`config.mk`:
```
export PLATFORM = sky130hd
export DESIGN_NAME = booth_mult_ctrl
export DESIGN_NICKNAME = d
export VERILOG_FILES = /design/src/rtl/mult_pkg.sv /design/src/rtl/cla_32_bit.sv /design/src/rtl/booth_mult_ctrl.sv
export SDC_FILE = /design/constraint.sdc
export NUM_CORES = 1
export LEC_CHECK = 0
export BUFFER_PORTS_ARGS = -buffer_cell sky130_fd_sc_hd__buf_2
export CAP_MARGIN = 10
export CORE_MARGIN = 1
export CORE_UTILIZATION = 55
export DETAILED_ROUTE_END_ITERATION = 6
export PLACE_DENSITY = 0.77
export RECOVER_POWER = 100
export SYNTH_ARGS = -nofsm -noshare
export SYNTH_HDL_FRONTEND = slang
export SYNTH_SLANG_ARGS = --single-unit
```
`constraint.sdc`:
```
create_clock -name clock -period 6.1 [get_ports clock]
set_input_delay 1.22 -clock clock [delete_from_list [all_inputs] [get_ports clock]]
set_output_delay 1.22 -clock clock [all_outputs]
set_load 0.01 [all_outputs]
```
`src/rtl/mult_pkg.sv`:
```
// rtl/mult_pkg.sv - shared types and constants for the Booth multiplier
package mult_pkg;

  localparam int WIDTH_DEF = 32;
  localparam int ITER_COUNT = WIDTH_DEF;

  typedef enum logic [1:0] {
    IDLE = 2'd0,
    RUN  = 2'd1,
    DONE = 2'd2
  } state_t;

endpackage

```
`src/rtl/cla_32_bit.sv`:
```
// rtl/cla_32_bit.sv - 32-bit two-level carry-lookahead adder
module cla_32_bit (
  input  logic [31:0] a,
  input  logic [31:0] b,
  input  logic        cin,
  output logic [31:0] sum,
  output logic        cout,
  output logic        overflow,
  output logic        equal
);

  logic [31:0] g;
  logic [31:0] p;
  logic [32:0] c;
  logic [7:0]  gg;
  logic [7:0]  gp;
  logic [8:0]  gc;

  // Bit generate/propagate, 4-bit group lookahead, then group carries into bit carries
  always_comb begin
    g  = a & b;
    p  = a ^ b;
    gg = '0;
    gp = '0;
    gc = '0;
    c  = '0;
    gc[0] = cin;
    for (int k = 0; k < 8; k++) begin
      gg[k] = g[4*k+3]
            | (p[4*k+3] & g[4*k+2])
            | (p[4*k+3] & p[4*k+2] & g[4*k+1])
            | (p[4*k+3] & p[4*k+2] & p[4*k+1] & g[4*k]);
      gp[k] = &p[4*k +: 4];
      gc[k+1] = gg[k] | (gp[k] & gc[k]);
    end
    for (int k = 0; k < 8; k++) begin
      c[4*k]   = gc[k];
      c[4*k+1] = g[4*k] | (p[4*k] & gc[k]);
      c[4*k+2] = g[4*k+1] | (p[4*k+1] & g[4*k]) | (p[4*k+1] & p[4*k] & gc[k]);
      c[4*k+3] = g[4*k+2] | (p[4*k+2] & g[4*k+1]) | (p[4*k+2] & p[4*k+1] & g[4*k])
               | (p[4*k+2] & p[4*k+1] & p[4*k] & gc[k]);
    end
    c[32] = gc[8];
  end

  // Sum, carry-out and the signed-overflow / equality side outputs
  always_comb begin
    sum      = p ^ c[31:0];
    cout     = c[32];
    overflow = (a[31] == b[31]) && (sum[31] != a[31]);
    equal    = (a == b);
  end

endmodule

```
`src/rtl/booth_mult_ctrl.sv`:
```
// rtl/booth_mult_ctrl.sv - sequential radix-2 Booth signed multiplier
module booth_mult_ctrl
  import mult_pkg::*;
#(
  parameter int WIDTH = WIDTH_DEF
) (
  input  logic             clock,
  input  logic             resetn,
  input  logic             start,
  input  logic             kill,
  input  logic [WIDTH-1:0] multiplicand,
  input  logic [WIDTH-1:0] multiplier,
  output logic             ready,
  output logic             busy,
  output logic [WIDTH-1:0] result,
  output logic             result_valid,
  output logic             overflow
);

  localparam int CNT_W = $clog2(WIDTH);

  state_t state_q;
  state_t state_d;

  // acc carries one guard bit so that subtracting the most negative M is exact
  logic [WIDTH:0]   acc;
  logic [WIDTH-1:0] q;
  logic [WIDTH-1:0] m;
  logic             q_m1;
  logic [CNT_W-1:0] cnt;
  logic [WIDTH-1:0] result_q;
  logic             overflow_q;

  logic             do_add;
  logic             do_sub;
  logic [WIDTH-1:0] addend;
  logic [31:0]      add_a;
  logic [31:0]      add_b;
  logic [31:0]      add_sum;
  logic             add_cout;
  logic [32:0]      sum_ext;
  logic             unused_add_ovf;
  logic             unused_add_eq;
  logic [WIDTH:0]   acc_op;
  logic [WIDTH:0]   acc_nx;
  logic [WIDTH-1:0] q_nx;
  logic             q_m1_nx;
  logic             last_step;
  logic             capture;

  // Booth decode: subtract reuses the adder with inverted M and carry-in 1
  always_comb begin
    do_add = ({q[0], q_m1} == 2'b01);
    do_sub = ({q[0], q_m1} == 2'b10);
    addend = do_sub ? ~m : m;
    add_a  = 32'(acc[WIDTH-1:0]);
    add_b  = 32'(addend);
  end

  cla_32_bit u_adder (
    .a        (add_a),
    .b        (add_b),
    .cin      (do_sub),
    .sum      (add_sum),
    .cout     (add_cout),
    .overflow (unused_add_ovf),
    .equal    (unused_add_eq)
  );

  // Extend the adder result by the guard bit, then arithmetic-shift {acc,Q,q_m1}
  always_comb begin
    sum_ext = {add_cout, add_sum};
    acc_op  = (do_add || do_sub)
            ? {acc[WIDTH] ^ addend[WIDTH-1] ^ sum_ext[WIDTH], sum_ext[WIDTH-1:0]}
            : acc;
    {acc_nx, q_nx, q_m1_nx} = {acc_op[WIDTH], acc_op, q};
    last_step = (cnt == CNT_W'(WIDTH - 1));
    capture   = (state_q == IDLE) && start && !kill;
  end

  // State register
  always_ff @(posedge clock or negedge resetn) begin
    if (!resetn) state_q <= IDLE;
    else         state_q <= state_d;
  end

  // Next-state: kill only matters in RUN (and blocks capture in IDLE); DONE always returns
  always_comb begin
    state_d = state_q;
    case (state_q)
      IDLE:    if (capture) state_d = RUN;
      RUN:     if (kill) state_d = IDLE;
               else if (last_step) state_d = DONE;
      DONE:    state_d = IDLE;
      default: state_d = IDLE;
    endcase
  end

  // Status outputs decoded from state
  always_comb begin
    ready        = (state_q == IDLE);
    busy         = (state_q == RUN) || (state_q == DONE);
    result_valid = (state_q == DONE);
    result       = result_q;
    overflow     = overflow_q;
  end

  // Datapath: capture operands, one Booth step per RUN cycle, latch result on the final step
  always_ff @(posedge clock or negedge resetn) begin
    if (!resetn) begin
      acc        <= '0;
      q          <= '0;
      m          <= '0;
      q_m1       <= 1'b0;
      cnt        <= '0;
      result_q   <= '0;
      overflow_q <= 1'b0;
    end else if (capture) begin
      acc  <= '0;
      q    <= multiplier;
      m    <= multiplicand;
      q_m1 <= 1'b0;
      cnt  <= '0;
    end else if (state_q == RUN && !kill) begin
      acc  <= acc_nx;
      q    <= q_nx;
      q_m1 <= q_m1_nx;
      cnt  <= cnt + 1'b1;
      if (last_step) begin
        result_q   <= q_nx;
        overflow_q <= (acc_nx != {(WIDTH+1){q_nx[WIDTH-1]}});
      end
    end
  end

endmodule

```
; ---- Yosys cells after proc, flatten, opt, wreduce, memory -nomap -nowiden
; Index checks and enable logic that the tools add are counted.
; W data, S select, Z words.
[classes]
reduce_logical = 18
bitwise = 207
n_mux = 14
addsub = 1
eq_ne = 8
[ops]
columns = operator, count
row1 = $and A1 B1 Y1, 120
row2 = $mux W33, 3
row3 = $mux W32, 3
row4 = $or A1 B1 Y1, 80
row5 = $xor A32 B32 Y32, 2
row6 = $ne A33 B33 Y1, 1
row7 = $and A32 B32 Y32, 1
row8 = $not A32 Y32, 1
row9 = $reduce_and A4 Y1, 8
row10 = $mux W5, 2
row11 = $mux W2, 3
row12 = $add A5 B1 Y5 const B, 1
row13 = $eq A5 B5 Y1 const B, 1
row14 = $eq A2 B1 Y1 const B, 2
row15 = $eq A2 B2 Y1 const B, 2
row16 = $pmux W2 S2, 1
row17 = $logic_and A1 B1 Y1, 3
row18 = $ne A3 B3 Y1 const B, 1
row19 = $reduce_and A3 Y1, 1
row20 = $logic_not A2 Y1, 1
row21 = $logic_or A1 B1 Y1, 2
row22 = $mux W1, 2
row23 = $ne A2 B1 Y1 const B, 1
row24 = $reduce_and A2 Y1, 1
row25 = other kinds (4), 5
[totals]
in_bits = 68
reg_bits = 138
output_inout_bits = 36

; ---- Logic depth before layout (Yosys ltp)
[logic_depth]
ltp_word = 26
ltp_mapped = 22
ltp_nobuf = 20

; ---- Hierarchy
; From an unflattened synthesis, not the netlist that was laid out.
[hier_totals]
hier_cells = 788
area_unflattened_um2 = 7843.8
[modules_own_cells]
columns = module, area_per_inst_um2, seq_area_each_um2, instances, cells_each
row1 = booth_mult_ctrl, 6419.9, 3428.3, 1, 616
row2 = cla_32_bit, 1423.9, 0.0, 1, 172

; ---- Worst setup path after synthesis
; Ideal clock, no wire load.
[synth_timing]
kind = reg-to-reg
from = register q_m1
to = register overflow_q (netlist: overflow)
stages_incl_launch_ff = 23
required_ns = 5.965
setup_ns = 0.135
arrival_time_ns = 4.730
n_path_buf = 2
setup_slack_ns = 1.235
cell_sequence = dfrtp_1 -> inv_1 -> ha_1 -> buf_6 -> clkbuf_1 -> xor2_1 -> ha_1 -> nand4_2 -> o221ai_1 -> a221oi_1 -> a21oi_2 -> o21ai_1 -> a21boi_0 -> or2_2 -> fa_1 -> xnor2_1 -> nor2_1 -> a21oi_1 -> or3_1 -> a211oi_1 -> mux2i_1 -> a2111oi_1 -> a31oi_1
[synth_via]
elab_chain_cells = 25
elab_cells_between_ends = 219
cone_classes = eq/ne: 3 / mux: 2 / bitwise: 205 / reduce/logical: 9
[synth_rtl]
columns = item, line
row1 = start: declaration, booth_mult_ctrl.sv:29  ; logic q_m1;
row2 = start signal: assignment, booth_mult_ctrl.sv:127  ; q_m1 <= q_m1_nx;
row3 = $eq A2 B2 Y1, booth_mult_ctrl.sv:54  ; do_sub = ({q[0], q_m1} == 2'b10);
row4 = $mux W32, booth_mult_ctrl.sv:55  ; addend = do_sub ? ~m : m;
row5 = $xor A32 B32 Y32 / $and A32 B32 Y32 (equally long branches), "cla_32_bit.sv:22, cla_32_bit.sv:21"
row6 = "$and A1 B1 Y1, on equally long branches", "cla_32_bit.sv:30, cla_32_bit.sv:31, cla_32_bit.sv:32"
row7 = $or A1 B1 Y1 (tied with other cells), cla_32_bit.sv:30  ; | (p[4*k+3] & g[4*k+2])
row8 = $or A1 B1 Y1 / $and A1 B1 Y1 (equally long branches), "cla_32_bit.sv:31, cla_32_bit.sv:32"
row9 = $or A1 B1 Y1, cla_32_bit.sv:32  ; | (p[4*k+3] & p[4*k+2] & p[4*k+1] & g[4*k]);
row10 = $or A1 B1 Y1, cla_32_bit.sv:34  ; gc[k+1] = gg[k] | (gp[k] & gc[k]);
row11 = [9 not listed], -
row12 = $or A1 B1 Y1, cla_32_bit.sv:34
row13 = $and A1 B1 Y1, cla_32_bit.sv:34
row14 = $or A1 B1 Y1, cla_32_bit.sv:34
row15 = "$and A1 B1 Y1, on equally long branches", -
row16 = "$or A1 B1 Y1, on equally long branches", -
row17 = $xor A32 B32 Y32 / $xor A1 B1 Y1 (equally long branches), "cla_32_bit.sv:48, booth_mult_ctrl.sv:74"
row18 = $mux W33 (*), booth_mult_ctrl.sv:74  ; ? {acc[WIDTH] ^ addend[WIDTH-1] ^ sum_ext[WIDTH], sum_ext[WIDTH-1:0]}
row19 = $ne A33 B33 Y1 (*), booth_mult_ctrl.sv:131  ; overflow_q <= (acc_nx != {(WIDTH+1){q_nx[WIDTH-1]}});
row20 = end signal: assignment, booth_mult_ctrl.sv:131
row21 = end: declaration, booth_mult_ctrl.sv:32  ; logic overflow_q;
; Mark *: on every way between the ends. The rest lies on a longest branch, timed or not.
; A chain may end at the register's enable or synchronous reset.

; ---- Worst setup path in the final report
; Same ends and word-level chain as after synthesis.

==> impl_metrics.toml <==
[run_status]
status = "finished, violations left"
violations = "capacitance limit, slew limit"

[timing]
slew_headroom_pct = -163.9
rsz0062_at_grt = "no"
min_period_over_period_pct = 90.22
fin_hold_ws_ns = 0.4963
setup_tns_ns = 0
final.setup.worst_slack_ns = 0.5967
setup_viol = 0
slew_violations = 269
fin_skew_ns = 0.01124
period_needed_ns = 5.503
finalHoldViolCount = 0
tightest_slew_ns = 3.959
max_freq_mhz = 181.7

[pwr]
power_frac_comb_pct = 55.2
p_clk_share_pct = 19.4
power_frac_seq_pct = 25.4
p_per_area_nw_per_um2 = 657.5
internal_power_uw = 3316
p_sw_share_pct = 43.64
ir_worst_vdd_mv = 0.3174
power_switching_uw = 2568
leakage_uw = 0.004457

[logic_synthesis]
synthTopCellsByArea = "dfrtp_1, nand2_1, ha_1"
synth_nets = 915
ys_ff_latch = 137
yosys_warnings = 0
yosysTopAreaCell = "dfrtp_1"
synthFlopType = "dfrtp_1"
synth_commonest_cells = "nand2_1, dfrtp_1, nor2_1"
ys_async_sr_fraction_pct = 100.0
synth_cell_types = 67
syn_area_per_cell_um2 = 9.632
synth_enable_flop_cells = 0
postSynthCellCount = 802
synth_area_um2 = 7725
synth.most_common_cell = "nand2_1"
yosys.area.top_type_share_pct = 44.38
yosysSeqAreaShare_pct = 44.38

[place]
place_area_um2 = 8399
place_congestion = 0.8734
port_buffers = 103
place_hpwl_um = 12180
dp_slack_ns = 0.7800

[clock_tree]
worstSkewPairLatency_ns = 0.43
clockBufferDepth = 2
clock-root-buffer = "clkbuf_16"
hold_buffers = 0
numCtsBuffers = 17
cts_tree = "built"
post_cts_buffers = 0
cts_resized = 0
clk_pin_slew_ns = 0.06
clock-sinks = 137
htreeDepth = 4

[worst_setup_path]
crit_path_start_kind = "register"
critPathCapture = "overflow"
crit_fanout = 18
cp_data_arrival_time_ns = 5.79
slowest_stage = "ha_2"
rr_startpoint = "q_m1"
endpoint_kind = "register"
startpoint = "q_m1"
r2r_cells = 21
rrSetupSlack_ns = 0.60
crit_chain = "inv_1 -> ha_2 -> buf_4 -> xor2_1 -> ha_1 -> a211oi_4 -> o21ai_0 -> nand3_1 -> a21oi_1 -> o21ai_0 -> a21boi_0 -> or2_2 -> fa_1 -> xnor2_1 -> nor2_1 -> a21oi_1 -> or3_1 -> a211oi_1 -> mux2i_1 -> a2111oi_1 -> a31oi_1"
path_class = "reg -> reg"
slowest_delay_ns = 0.53
required_ns = 6.39
r2r-end = "overflow"

[cells_and_area]
final_area_um2 = 8950
drive_above_1_share_pct = 15.71
syn_to_final_growth_pct = 15.86
multiInputGateArea_um2 = 4079
nFillCells = 1131
nets = 1006
register_area_um2 = 3428

[grt]
grt_pass1_wl_um = 31190
grt_pass1_vias = 6286
overflow = 0
antenna_found_initial = 1
grt_max_degree = 93
grt.total_usage_pct = 27.82

[detailed_routing]
drtPass1Iterations = 5
drt_iter0_markers = 497
wl_per_cell_um = 17.04
drc = 0
vias = 6302
antenna_left = 0
via_per_inst = 5.830
wirelength_um = 18420

[floorplanning]
die_area_um2 = 14520
pin_count = 104
core_um2 = 13450
die_y_um = 120.5
start_util_pct = 57.42
fp-row-count = 42
die-width_um = 120.5

[hold_path]
hold_class = "reg -> reg"

[job]
maxCapViolCount = 5
[through the flow]
stage,util [%],power [µW],instances
after global placement,62.43,4628,1050
after global routing,66.51,6384,1080
after CTS,67.24,5904,1080
final,66.53,5885,1081
after detailed placement,62.43,4715,1050
after floorplan,-,4005,802
[layout make-up]
type	count	area share (%)
timing repair buffer	114	6.025
sequential	137	38.31
multi-input combinational	614	45.58
tap	176	2.461
clock inverter	10	2.125
antenna	1	0.02796
inverter	9	0.3775
clock buffer	20	5.103
[cell families (layout without fill, tap and decap cells)]
family	count (synthesis)	after routing	synth area share (%)
fa+ha+maj	45	45	7.969
flops	137	137	44.38
compound gates	164	164	14.71
buf+inv	51	153	2.753
mux	49	49	6.851
xor+xnor	51	51	5.782
simple gates	305	305	17.56
other cells	0	1	0
[sequential cells by signal, summed over array words and instances (netlist names)]
| register | flops |
|---|---|
| m | 32 |
| result | 32 |
| cnt | 5 |
| acc | 32 |
| state_q | 2 |
| overflow | 1 |
| q | 32 |
| q_m1 | 1 |
[worst min-delay path by stage]
stage | depth (start not counted) | start | endpoint | slack (ns)
2_1_floorplan | 2 | m[10] | m[10] | 0.47
3_3_place_gp | 2 | result[31] | result[31] | 0.47
3_5_place_dp | 2 | result[31] | result[31] | 0.47
4_1_cts | 2 | m[2] | m[2] | 0.50
5_1_grt | 1 | result[23] | result[23] | 0.52
6_report | 2 | m[2] | m[2] | 0.50
[power by group through the flow]
stage                     registers (µW)  logic, µW  clock network, µW
after floorplan                     1410       2590                  0
after global placement              1500       3130                  0
after detailed placement            1500       3220                  0
after CTS                           1490       3250               1160
after global routing                1540       3650               1200
final                               1490       3250               1140
[layer usage]
layer	wire, µm	global-route usage [%]
met2	8936	44.36
met1	8079	34.88
met3	1129	9.198
met4	277	11.11
met5	0	0
[critical path: cells and delay by family, from the launching register on]
family          cells  cell delay, ns
xor+xnor            2            0.32
simple gates        4            0.93
buf+inv             2            0.47
fa+ha+maj           3            1.21
compound gates      9            1.92
mux                 1            0.11
flops               1            0.37
[placed cells by master, fill, tap and decap left out, types with 27 or more instances in the layout]
cell type    n
buf_2       64
nand2_1    180
nor2_1      46
mux2_2      31
xor2_1      38
dfrtp_1    137
clkbuf_1    43
ha_1        37
o21ai_0     38
a21oi_1     27
Power figures use the tool's default switching activity.
